--- src/rtl/sr_cmd_gen.sv ---
// sr_cmd_gen: debounced, edge-detected push-button front end producing exclusive one-cycle S/R pulses
module sr_cmd_gen #(
    parameter int DEBOUNCE_CYCLES = 4,
    parameter int CNT_W           = 3,
    parameter int RESET_WINS      = 1
) (
    input  logic CLK,
    input  logic RST,
    input  logic SET_BTN,
    input  logic CLR_BTN,
    output logic S,
    output logic R,
    output logic CONFLICT
);
    localparam logic [CNT_W-1:0] LAST = CNT_W'(DEBOUNCE_CYCLES - 1);
    localparam logic RW = (RESET_WINS != 0);
    logic [1:0] meta_q, sync_q, stable_q, stable_d, dly_q, evt;
    logic [CNT_W-1:0] cnt_q [2];
    logic [CNT_W-1:0] cnt_d [2];
    logic s_d, r_d, c_d;
    // per channel (0 = set, 1 = clear): level flips only after DEBOUNCE_CYCLES differing samples
    always_comb begin
        for (int i = 0; i < 2; i++) begin
            stable_d[i] = stable_q[i];
            cnt_d[i]    = '0;
            if (sync_q[i] != stable_q[i]) begin
                if (cnt_q[i] == LAST) stable_d[i] = sync_q[i];
                else cnt_d[i] = cnt_q[i] + 1'b1;
            end
        end
        evt = stable_q & ~dly_q;
        c_d = &evt;
        s_d = evt[0] & ~(c_d & RW);
        r_d = evt[1] & ~(c_d & ~RW);
    end
    // synchronizers, debounce state, edge-detect delay and output pulses
    always_ff @(posedge CLK) begin
        if (RST) begin
            meta_q   <= '0;
            sync_q   <= '0;
            stable_q <= '0;
            dly_q    <= '0;
            cnt_q    <= '{default: '0};
            S        <= 1'b0;
            R        <= 1'b0;
            CONFLICT <= 1'b0;
        end else begin
            meta_q   <= {CLR_BTN, SET_BTN};
            sync_q   <= meta_q;
            stable_q <= stable_d;
            dly_q    <= stable_q;
            cnt_q    <= cnt_d;
            S        <= s_d;
            R        <= r_d;
            CONFLICT <= c_d;
        end
    end
endmodule
--- config.mk ---
export PLATFORM = sky130hd
export DESIGN_NAME = sr_cmd_gen
export DESIGN_NICKNAME = d
export VERILOG_FILES = /design/src/rtl/sr_cmd_gen.sv
export SDC_FILE = /design/constraint.sdc
export NUM_CORES = 1
export LEC_CHECK = 0
export ABC_AREA = 1
export CAP_MARGIN = 20
export CORE_AREA = 2 2 39 41
export CTS_BUF_LIST = sky130_fd_sc_hd__clkbuf_2 sky130_fd_sc_hd__clkbuf_4 sky130_fd_sc_hd__clkbuf_8
export CTS_CLUSTER_DIAMETER = 120
export DETAILED_ROUTE_END_ITERATION = 10
export DIE_AREA = 0 0 41 43
export PLACE_DENSITY = 0.67
export SYNTH_ARGS = -nofsm -noshare
export SYNTH_HDL_FRONTEND = slang
export SYNTH_SLANG_ARGS = --single-unit
--- constraint.sdc ---
create_clock -name CLK -period 2.9 [get_ports CLK]
set_input_delay 0.435 -clock CLK [delete_from_list [all_inputs] [get_ports CLK]]
set_output_delay 0.435 -clock CLK [all_outputs]
set_load 0.03 [all_outputs]
==> results.md <==
* Syn avg cell area at 8.85 µm²
* Global-route wire length before repair at 1250 µm
* Synthesized cell area at 611 µm²
* Slew Limit Headroom at 66.7%
* Yosys top cell by area: dfxtp_1
* Vias at 401
* Adder-cell share of the synthesized area at 8.20%
* Comb pwr share at 3.5%
* Clock slew at reported path FFs at 100 ps
* Synth cell types at 10
* Max-Cap Viols at 0
* Hold Crit Depth at 2
* Final setup fails at 0
* CTS tree: built
* Max frequency at 584 MHz
* Final period util at 59.1%
* Post-Synth Simple-Gate Area at 24.4%
* Gp weighted congestion at 0.639
* Root buffer cell: clkbuf_4
* Clock sink count at 17
* Run status: complete, no violations
* Final Worst Setup Slack at 1190 ps
* Ports at 7
* Cts bufs inserted at 3
* Worst Path Class, Setup: reg -> out
* Worst Setup End Kind: output pin
* CP max FO at 1
* CP top delay family: buffers and inverters
* Aggregate global-route resource usage at 11.4%
* Synth warnings at 0
* Number of port buffers at 6
* CP Launch Type: register
* Largest family of logic cells by synthesized area: simple AND/OR/NAND/NOR gates
* R2R cell count at 5
* Most common cell after layout, fill and taps aside: nor2_1
* Dpl hpwl at 553 µm
* Hold_buf cts at 0
* Net count after synthesis at 77
* Grt total ovfl at 0
* Drt drc at 0
* Most frequent cells in the layout: nor2_1 (19), dfxtp_1 (17), inv_1 (16), clkdlybuf4s50_1 (6), nand2_1 (5)
* Hold Path Class: reg -> reg
* Compound-gate portion of the synthesized area at 0%
* CP max-delay cell: clkdlybuf4s50_1
* Fin. max-slew vios at 0
* CP max stage delay at 660 ps
* Buf+Inv Stages, Crit Path at 1
* Critical Path, Cell by Cell: clkdlybuf4s50_1
* Nets at 87
* Largest net degree at the start of global routing at 12
* Reg-to-reg slack, setup at 1760 ps
* CTS max path bufs at 2
* Setup TNS at 0 ps
* Vias per inst at 4.27
* Clock network power share at 33.5%
* Clock latency on the worst-skew pair at 300 ps
* Largest cells by area after synthesis: dfxtp_1 (56%), nor2_1 (12%), inv_1 (9.8%), ha_1 (8.2%), nor2_4 (3.7%)
* Mean routed wirelength per cell at 7.89 µm
* Worst Tran Pin Value at 498 ps
* Initial drt markers at 8
* Initial Util at 44.1%
* RSZ-0062 raised after global routing: false
* Seq/Total Area, Yosys at 55.7%
* Routed Antenna Nets at 0
* Core area at 1380 µm²
* Maximum vdd drop at 0.273 mV
* Clk_skew at 9.66 ps
* Antenna Cells at 0
* Mux contribution to synthesized area at 0%
* Synth Register Bits at 17
* Post-CTS Setup Bufs at 0
* Detailed Route WL at 742 µm
* H-Tree Depth at 1
* Layout cells sized above 1 at 11.5%
* Post-CTS sizing at 0
* Final Hold Fails at 0
* Area grow syn2layout at 15.8%
* Sequential group share of total power at 63.0%
* Synth top area share at 55.7%
* P_sw at 84.0 µW
* Arr. time, crit path at 1280 ps
* Period minus WS final at 1710 ps
* Net Sw Frac at 22.2%
* P_int at 295 µW
* Post-placement setup slack at 1310 ps
* Vias in the first global route at 323
* Die X at 41 µm
* Pre-antenna DRT Iters at 4
* Xor and xnor area share after synthesis at 0%
* Leakage power at 0.000304 µW
* Die H at 43 µm
* Cell row count at 14
* Initial antenna violation count at 0
* Die area at 1760 µm²
* Mapped Cells at 69
* Power Density at 536 nW/µm²
* Critical path required time at 2470 ps
* Worst path depth at 1
## synth_stat cells (all sizes together)
master,n
inv,16
buf,1
nor2,22
nor3,2
ha,4
nand3,2
nand2,5
dfxtp,17
## state kept, by name, summed over array words and instances, names as in the netlist
register  flops
S             1
stable_q      2
sync_q        2
R             1
dly_q         2
meta_q        2
cnt_q         6
CONFLICT      1
## per-stage QoR
stage / instances / instance area [µm²] / util [%] / hold slack, ps / power (µW)
after floorplan: 69 / 611 / - / 388 / 253
after global placement: 90 / 679 / 49.1 / 390 / 257
after detailed placement: 90 / 679 / 49.1 / 399 / 257
after CTS: 94 / 707 / 51.1 / 413 / 383
after global routing: 94 / 707 / 51.1 / 433 / 397
final: 94 / 707 / 51.1 / 410 / 379
## routing by layer
layer / global-route usage [%] / vias to the layer above / routed length [µm] / part of all wire, %
met5: 0 / - / 0 / 0
met4: 10.0 / 0 / 32 / 4.3
met3: 6.28 / 5 / 57 / 7.7
met2: 13.1 / 16 / 296 / 40
met1: 14.3 / 164 / 355 / 48
li1: - / 216 / - / -
## kinds of logic after synthesis
family	count (synthesis)
AND/OR/NAND/NOR	31
flip-flops	17
buffers and inverters	17
adder cells (fa/ha/maj)	4
## power groups by stage
stage	Combinational (µW)	Clock, µW	Sequential, µW
finish	13.3	127	238
global route	15.5	142	239
CTS	13.6	131	238
detailed placement	13.6	0	244
global placement	13.3	0	244
floorplan	9.41	0	243
## area by class of cell
class,instances,area (µm²)
Inverter,16,60.1
Timing Repair Buffer,6,60.1
Multi-Input combinational cell,35,199
Fill cell,131,677
Clock buffer,3,22.5
Tap cell,16,20.0
Sequential cell,17,340
Clock inverter,1,5.00
## worst paths after layout
path | endpoint | from
worst max register to register | cnt_q[0] | cnt_q[0]
worst min register to register | sync_q[0] | meta_q[0]
worst max-delay path | S | S
worst min-delay path | sync_q[0] | meta_q[0]
No activity file was read; power rests on OpenSTA's default activity.
